`config.mk`:
```
export PLATFORM = sky130hd
export DESIGN_NAME = dmem_arbiter_flat
export DESIGN_NICKNAME = d
export VERILOG_FILES = /design/src/rtl/dmem_arbiter_if.sv /design/src/rtl/dmem_arbiter.sv /design/src/flat_wrapper.sv
export SDC_FILE = /design/constraint.sdc
export NUM_CORES = 1
export LEC_CHECK = 0
export CAP_MARGIN = 10
export CORE_AREA = 2 2 231 233
export CTS_BUF_LIST = sky130_fd_sc_hd__clkbuf_4 sky130_fd_sc_hd__clkbuf_8
export DETAILED_ROUTE_END_ITERATION = 10
export DIE_AREA = 0 0 233 235
export GPL_ROUTABILITY_DRIVEN = 0
export GPL_TIMING_DRIVEN = 1
export PLACE_DENSITY_LB_ADDON = 0.3
export SYNTH_ARGS = -nofsm -noshare
export SYNTH_HDL_FRONTEND = slang
export SYNTH_SLANG_ARGS = --single-unit
```
`constraint.sdc`:
```
create_clock -name clk -period 2.9 [get_ports clk]
set_clock_uncertainty 0.2 [all_clocks]
set_input_delay 0.58 -clock clk [delete_from_list [all_inputs] [get_ports clk]]
set_output_delay 0.58 -clock clk [all_outputs]
set_load 0.03 [all_outputs]
```
`src/rtl/dmem_arbiter_if.sv`:
```
// Purpose: bundles both requester ports and the data-memory port of the arbiter.
// Latency: none (wires only).
// Backpressure: requesters hold req until they see their gnt.
interface dmem_arbiter_if #(
    parameter int DATA_WIDTH = 64,
    parameter int ADDR_WIDTH = 64
);
    // Requester 0: CPU load/store path
    logic                  req0;
    logic                  we0;
    logic [ADDR_WIDTH-1:0] addr0;
    logic [DATA_WIDTH-1:0] wdata0;
    logic                  gnt0;
    logic                  rvalid0;
    logic [DATA_WIDTH-1:0] rdata0;

    // Requester 1: program/data loader
    logic                  req1;
    logic                  we1;
    logic [ADDR_WIDTH-1:0] addr1;
    logic [DATA_WIDTH-1:0] wdata1;
    logic                  gnt1;
    logic                  rvalid1;
    logic [DATA_WIDTH-1:0] rdata1;

    // Data memory side
    logic                  memRead;
    logic                  memWrite;
    logic [ADDR_WIDTH-1:0] memAddr;
    logic [DATA_WIDTH-1:0] memWdata;
    logic [DATA_WIDTH-1:0] memRdata;

    logic                  starved;

    // Seen from the requesters and the memory model
    modport master (
        output req0, we0, addr0, wdata0,
        output req1, we1, addr1, wdata1,
        output memRdata,
        input  gnt0, rvalid0, rdata0,
        input  gnt1, rvalid1, rdata1,
        input  memRead, memWrite, memAddr, memWdata,
        input  starved
    );

    // Seen from the arbiter
    modport slave (
        input  req0, we0, addr0, wdata0,
        input  req1, we1, addr1, wdata1,
        input  memRdata,
        output gnt0, rvalid0, rdata0,
        output gnt1, rvalid1, rdata1,
        output memRead, memWrite, memAddr, memWdata,
        output starved
    );
endinterface

```
`src/rtl/dmem_arbiter.sv`:
```
// Purpose: fixed-priority (req0 first) data-memory arbiter with starvation guard for req1.
// Latency: grant and memory drive are combinational; read data returns 1 cycle after grant.
// Backpressure: a denied requester holds req; req1 waits at most STARVE_LIMIT cycles.
module dmem_arbiter #(
    parameter int DATA_WIDTH   = 64,
    parameter int ADDR_WIDTH   = 64,
    parameter int STARVE_LIMIT = 4
) (
    input  logic          clk,
    input  logic          resetN,
    dmem_arbiter_if.slave bus
);

    localparam logic [7:0] LIMIT = 8'(STARVE_LIMIT);

    logic [7:0] starve_cnt;
    logic       pend_vld;
    logic       pend_id;

    logic       force_one;
    logic       gnt0_w;
    logic       gnt1_w;
    logic       rd_issue;

    // Grant decision: req1 wins when forced or uncontested; grants are
    // masked during reset so every output reads 0 while resetN is low.
    always_comb begin
        force_one = (starve_cnt == LIMIT);
        gnt1_w    = resetN & bus.req1 & (force_one | ~bus.req0);
        gnt0_w    = resetN & bus.req0 & ~gnt1_w;
        rd_issue  = (gnt0_w & ~bus.we0) | (gnt1_w & ~bus.we1);
    end

    // Memory drive: granted requester's access passes straight through.
    always_comb begin
        bus.memRead  = 1'b0;
        bus.memWrite = 1'b0;
        bus.memAddr  = '0;
        bus.memWdata = '0;
        if (gnt0_w) begin
            bus.memRead  = ~bus.we0;
            bus.memWrite = bus.we0;
            bus.memAddr  = bus.addr0;
            bus.memWdata = bus.wdata0;
        end else if (gnt1_w) begin
            bus.memRead  = ~bus.we1;
            bus.memWrite = bus.we1;
            bus.memAddr  = bus.addr1;
            bus.memWdata = bus.wdata1;
        end
    end

    // Read tag: remember who issued the read so the returning data is steered.
    always_ff @(posedge clk or negedge resetN) begin
        if (!resetN) begin
            pend_vld <= 1'b0;
            pend_id  <= 1'b0;
        end else begin
            pend_vld <= rd_issue;
            pend_id  <= rd_issue ? gnt1_w : 1'b0;
        end
    end

    // Starvation counter: counts consecutive denied req1 cycles, saturating
    // at the limit; any req1 grant or dropped req1 restarts the count.
    always_ff @(posedge clk or negedge resetN) begin
        if (!resetN) begin
            starve_cnt <= 8'd0;
        end else if (!bus.req1 || gnt1_w) begin
            starve_cnt <= 8'd0;
        end else if (starve_cnt != LIMIT) begin
            starve_cnt <= starve_cnt + 8'd1;
        end
    end

    // Read return steering and status outputs.
    always_comb begin
        bus.gnt0    = gnt0_w;
        bus.gnt1    = gnt1_w;
        bus.rvalid0 = pend_vld & ~pend_id;
        bus.rvalid1 = pend_vld & pend_id;
        bus.rdata0  = bus.rvalid0 ? bus.memRdata : '0;
        bus.rdata1  = bus.rvalid1 ? bus.memRdata : '0;
        bus.starved = force_one;
    end

endmodule
```
`src/flat_wrapper.sv`:
```
// flat-port wrapper written by rule: the top's interface ports become plain ports
module dmem_arbiter_flat 
#(
    parameter int DATA_WIDTH   = 64,
    parameter int ADDR_WIDTH   = 64,
    parameter int STARVE_LIMIT = 4
)
  (clk, resetN, bus_req0, bus_we0, bus_addr0, bus_wdata0, bus_req1, bus_we1, bus_addr1, bus_wdata1, bus_memRdata, bus_gnt0, bus_rvalid0, bus_rdata0, bus_gnt1, bus_rvalid1, bus_rdata1, bus_memRead, bus_memWrite, bus_memAddr, bus_memWdata, bus_starved);
  dmem_arbiter_if #(.DATA_WIDTH(DATA_WIDTH), .ADDR_WIDTH(ADDR_WIDTH)) bus_i ();
  input  logic clk;
  input  logic resetN;
  input wire logic [$bits(bus_i.req0)-1:0] bus_req0;
  input wire logic [$bits(bus_i.we0)-1:0] bus_we0;
  input wire logic [$bits(bus_i.addr0)-1:0] bus_addr0;
  input wire logic [$bits(bus_i.wdata0)-1:0] bus_wdata0;
  input wire logic [$bits(bus_i.req1)-1:0] bus_req1;
  input wire logic [$bits(bus_i.we1)-1:0] bus_we1;
  input wire logic [$bits(bus_i.addr1)-1:0] bus_addr1;
  input wire logic [$bits(bus_i.wdata1)-1:0] bus_wdata1;
  input wire logic [$bits(bus_i.memRdata)-1:0] bus_memRdata;
  output wire logic [$bits(bus_i.gnt0)-1:0] bus_gnt0;
  output wire logic [$bits(bus_i.rvalid0)-1:0] bus_rvalid0;
  output wire logic [$bits(bus_i.rdata0)-1:0] bus_rdata0;
  output wire logic [$bits(bus_i.gnt1)-1:0] bus_gnt1;
  output wire logic [$bits(bus_i.rvalid1)-1:0] bus_rvalid1;
  output wire logic [$bits(bus_i.rdata1)-1:0] bus_rdata1;
  output wire logic [$bits(bus_i.memRead)-1:0] bus_memRead;
  output wire logic [$bits(bus_i.memWrite)-1:0] bus_memWrite;
  output wire logic [$bits(bus_i.memAddr)-1:0] bus_memAddr;
  output wire logic [$bits(bus_i.memWdata)-1:0] bus_memWdata;
  output wire logic [$bits(bus_i.starved)-1:0] bus_starved;
  assign bus_i.req0 = bus_req0;
  assign bus_i.we0 = bus_we0;
  assign bus_i.addr0 = bus_addr0;
  assign bus_i.wdata0 = bus_wdata0;
  assign bus_i.req1 = bus_req1;
  assign bus_i.we1 = bus_we1;
  assign bus_i.addr1 = bus_addr1;
  assign bus_i.wdata1 = bus_wdata1;
  assign bus_i.memRdata = bus_memRdata;
  assign bus_gnt0 = bus_i.gnt0;
  assign bus_rvalid0 = bus_i.rvalid0;
  assign bus_rdata0 = bus_i.rdata0;
  assign bus_gnt1 = bus_i.gnt1;
  assign bus_rvalid1 = bus_i.rvalid1;
  assign bus_rdata1 = bus_i.rdata1;
  assign bus_memRead = bus_i.memRead;
  assign bus_memWrite = bus_i.memWrite;
  assign bus_memAddr = bus_i.memAddr;
  assign bus_memWdata = bus_i.memWdata;
  assign bus_starved = bus_i.starved;
  dmem_arbiter #(.DATA_WIDTH(DATA_WIDTH), .ADDR_WIDTH(ADDR_WIDTH), .STARVE_LIMIT(STARVE_LIMIT)) u_core (.clk(clk), .resetN(resetN), .bus(bus_i));
endmodule
```
# Word-level counts from Yosys, hierarchy flattened
# Index checks and enable logic that the tools add are counted.
# word_totals
ram_bits	0
mem_count	0
latch_bits	0
inputBits	326
mem_bits_ro	0
word_cells	37
output_inout_bits	263
register_bits	10
# classes
muxes	13
n_div	0
n_reduce_logical	3
n_lt_le_gt_ge	0
n_shift	0
n_addsub	1
multipliers	0
bitwise_logic	15
n_eq_ne	2
# op_table
cell	n
64-bit two-way mux	6
8-bit two-way mux	2
8-bit by 1-bit adder with 8-bit output, second input constant	1
1-bit bitwise AND	8
8-bit by 3-bit equality test with 1-bit output, second input constant	1
8-bit by 3-bit inequality test with 1-bit output, second input constant	1
1-bit two-way mux	5
1-bit NOT	5
1-bit OR	2
2-bit nonzero test	1
1-bit logical NOT	1
1-bit logical OR	1

# Longest topological paths before layout
# logic_depth
word_depth	8
depth_mapped	8
mapped_depth_nobuf	6

# Worst setup path after synthesis
# Ideal clock, no wire load.
# synth_path
path_type	reg-to-output
from	register u_core.starve_cnt[0]
to	output bus_memAddr[27]
stages_incl_launch_ff	8
path_slack_ps	45
path_buffers	2
arrival_ps	2075
required_time_ps	2120
path_cell_list	dfrtp_1 > inv_1 > ha_1 > or4b_4 > o31ai_2 > buf_4 > buf_4 > a32o_1
# synth_via
elab_chain_len	6
elab_cells_between_ends	7
classes_between	eq/ne: 1; mux: 2; bitwise: 4
# synth_lines
item	line	text
from (decl)	dmem_arbiter.sv:16	logic [7:0] starve_cnt;
from (signal assigned)	dmem_arbiter.sv:72	starve_cnt <= starve_cnt + 8'd1;
8-bit by 3-bit equality test with 1-bit output *	dmem_arbiter.sv:28	force_one = (starve_cnt == LIMIT);
1-bit OR *	dmem_arbiter.sv:29	gnt1_w = resetN & bus.req1 & (force_one | ~bus.req0);
1-bit bitwise AND *	dmem_arbiter.sv:29	
1-bit NOT	dmem_arbiter.sv:30	gnt0_w = resetN & bus.req0 & ~gnt1_w;
1-bit bitwise AND	dmem_arbiter.sv:30	
64-bit two-way mux *	dmem_arbiter.sv:40	if (gnt0_w) begin
to (decl)	flat_wrapper.sv:29	output wire logic [$bits(bus_i.memAddr)-1:0] bus_memAddr;
# Mark *: on every way between the ends. The rest lies on a longest branch, timed or not.

# Worst setup path after layout
# layout_path
from	register u_core.starve_cnt[0]
to	output bus_memWdata[46]
# layout_via
elab_chain_len	6
elab_cells_between_ends	7
classes_between	eq/ne: 1; mux: 2; bitwise: 4
# layout_lines
item	line	text
8-bit by 3-bit equality test with 1-bit output *	dmem_arbiter.sv:28	
1-bit OR *	dmem_arbiter.sv:29	
1-bit bitwise AND *	dmem_arbiter.sv:29	
1-bit NOT	dmem_arbiter.sv:30	
1-bit bitwise AND	dmem_arbiter.sv:30	
64-bit two-way mux *	dmem_arbiter.sv:40	
to (decl)	flat_wrapper.sv:30	output wire logic [$bits(bus_i.memWdata)-1:0] bus_memWdata;
# Marks and branches as above.

==> impl_metrics.tcl <==
set metrics [dict create \
    outcome "complete, but fails checks" \
    violations "negative setup slack" \
    synth_compound_area_share_pct 47.07 \
    r2r-start "u_core.starve_cnt[0]" \
    syn_nets 715 \
    ys_types 31 \
    path_class "reg -> out" \
    worst_path_largest_cell_delay_ns 0.48 \
    viasPerCell 3.676 \
    grt_max_degree 66 \
    overflow 0 \
    cts_tree "done" \
    first_global_vias 6403 \
    critPathCapture "bus_memWdata[46]" \
    hpwl_mm 31.06 \
    placed_cell_area_sq_mm 0.01066 \
    setup_tns_ns -37.30 \
    synth_area_per_cell_sq_um 7.727 \
    cp_common_cell "buf_12" \
    fillers 5630 \
    min_period_ns 3.241 \
    area_growth_syn_to_layout_pct 300.7 \
    grt_util_all_layers_pct 12.65 \
    ys.flop_type "dfrtp_1" \
    synth_mux_area_share_pct 0 \
    rows 84 \
    dp_cells 1645 \
    finalHoldViolCount 0 \
    reg2regPathDepth 8 \
    initial_utilization_pct 5.725 \
    coreArea_sq_mm 0.05224 \
    seq_area_frac_synth_pct 8.368 \
    worst_pin_slew_ns 0.3688 \
    worst-path-max-fanout 6 \
    antenna_found_initial 4 \
    cts_buffers 3 \
    grt_first_pass_wirelength_mm 49.57 \
    dr.pass1.iters 4 \
    max_clock_freq_ghz 0.3085 \
    die_x_um 233 \
    ys_ff_latch 10 \
    antenna_left 0 \
    rsz0062_at_grt "true" \
    fin_cells 1689 \
    maxSlewViolCount 0 \
    final_cell_mix "clkdlybuf4s50_1, buf_12, a32o_2" \
    slew_headroom_pct 75.34 \
    io_buffers 588 \
    route.vias.total 6209 \
    crit_required_ns 2.12 \
    htreeDepth 1 \
    holdWs_ns 0.4010 \
    clk_pin_slew_ns 0.06 \
    cts-root-buf "clkbuf_8" \
    syn_area_sq_mm 0.002990 \
    cts_hold_buf 0 \
    worstSetupStartpoint "u_core.starve_cnt[0]" \
    cpLargestDelayFamily "buffers and inverters" \
    first_iter_violations 198 \
    power_density_mw_per_mm2 193.1 \
    min_path_type "reg -> reg" \
    cts.sinks 10 \
    synth_xor_area_share_pct 0.2929 \
    async_reset_ff_share_pct 100.0 \
    synthSimpleGateAreaFrac_pct 32.97 \
    fin_util_pct 22.94 \
    ir_worst_vdd_v 0.0001206 \
    dieArea_sq_mm 0.05476 \
    max-clock-path-buffers 2 \
    drive_gt1_share_pct 43.99 \
    rrSetupSlack_ns 0.66 \
    synth-edff-count 0 \
    yosys_warnings 0 \
    cp-start-kind "register" \
    path_buf_inv 5 \
    drt-total-wl_mm 40.33 \
    p_leak_uw 0.005379 \
    setup_viol 132 \
    wire_per_inst_um 23.88 \
    insertion_delay_ns 0.24 \
    worstPathCellList "inv_2 > ha_4 > or4b_4 > o31ai_4 > buf_12 > buf_16 > buf_12 > a32o_2 > buf_12" \
    slowest_stage "or4b_4" \
    cp.arrival_ns 2.46 \
    path_depth 9 \
    syn-instance-count 387 \
    io_pins 589 \
    drc 0 \
    postLayoutCellArea_sq_mm 0.01198 \
    setup_slack_ns -0.3415 \
    synth_top_family_by_area "compound AO/OA/AOI/OAI gates" \
    die_h_um 235 \
    synthAdderAreaFrac_pct 0.8368 \
    mostFrequentLayoutCell "clkdlybuf4s50_1" \
    fin_crit_sh_pct 111.8 \
    maxCapViolations 0 \
    endpoint_kind "output port" \
    finalNetCount 1327 \
    worstReg2RegEnd "u_core.starve_cnt[2]" \
]
cell families (layout without fill, tap and decap cells):
logic type      Yosys count  after routing
xor+xnor                  1              1
flops                    10             10
other cells               0              3
simple gates            159            159
compound gates          147            147
fa+ha+maj                 2              2
buf+inv                  68            679
where the power goes:
| part | leakage [uW] | internal (uW) | switching (uW) |
|---|---|---|---|
| Combinational | 0.00522 | 1100 | 886 |
| Sequential | 0.000134 | 144 | 2.66 |
| Clock | 0.0000288 | 120 | 58.4 |
per-stage QoR:
stage          worst slack (ns)  total power, uW
2_1_floorplan           0.04507            757.7
3_3_place_gp            -0.3175             1894
3_5_place_dp            -0.2426             1892
4_1_cts                 -0.3264             2189
5_1_grt                 -0.4181             2423
6_report                -0.3415             2314
cell usage after synthesis, drive strengths merged, types with 3 or more instances:
| library cell | count | area (sq um) |
|---|---|---|
| a21oi | 7 | 35.03 |
| clkbuf | 41 | 153.9 |
| nor2 | 3 | 11.26 |
| dfrtp | 10 | 250.2 |
| nor3 | 3 | 15.01 |
| buf | 24 | 147.6 |
| inv | 3 | 11.26 |
| o21ai | 4 | 23.77 |
| nand3 | 3 | 15.01 |
| or3 | 3 | 18.77 |
| a32o | 129 | 1291 |
| and2 | 68 | 425.4 |
| nand2 | 4 | 15.01 |
| and3 | 65 | 406.6 |
| nand2b | 4 | 25.02 |
metal layers:
layer	routed length [um]	GRT usage [%]
met1	14260	13.33
met2	21730	24.65
met3	3593	3.532
met4	746	2.413
met5	0	0
sequential cells by signal, summed over array words and instances (netlist names):
signal / count
u_core.starve_cnt: 8
u_core.pend_id: 1
u_core.pend_vld: 1
tightest hold or removal path: stages, from the launching register on:
cell and delay [ns]:
dfrtp_1 0.41, o21ai_0 0.09, a21oi_1 0.06
area by class of cell:
| cell class | count | area (sq um) | share of cell area (%) |
|---|---|---|---|
| Tap cell | 688 | 860.8 | 7.185 |
| Timing Repair inverter | 1 | 8.758 | 0.07310 |
| Antenna cell | 3 | 7.507 | 0.06266 |
| Timing Repair Buffer | 671 | 8147 | 67.99 |
| Clock buffer | 4 | 55.05 | 0.4595 |
| Inverter | 3 | 27.53 | 0.2297 |
| Multi-Input combinational cell | 309 | 2623 | 21.89 |
| Sequential cell | 10 | 252.7 | 2.109 |
how the worst min path moves through the flow:
stage                    startpoint                   end  slack [ns]  cells past startpoint
6_report       u_core.starve_cnt[7]  u_core.starve_cnt[7]        0.40                      2
5_1_grt        u_core.starve_cnt[7]  u_core.starve_cnt[7]        0.43                      2
4_1_cts        u_core.starve_cnt[7]  u_core.starve_cnt[7]        0.40                      2
3_5_place_dp   u_core.starve_cnt[7]  u_core.starve_cnt[7]        0.39                      2
3_3_place_gp   u_core.starve_cnt[7]  u_core.starve_cnt[7]        0.38                      2
2_1_floorplan                resetN        u_core.pend_id        0.08                      0
repair_timing:
item                                    4_1_cts  5_1_grt
cloned                                        6       19
buffers inserted                              6        8
pin swaps                                    23       83
resized for setup                           124      101
endpoints found under the setup margin      132      132
Note: power is estimated with default switching activity, not from simulation.
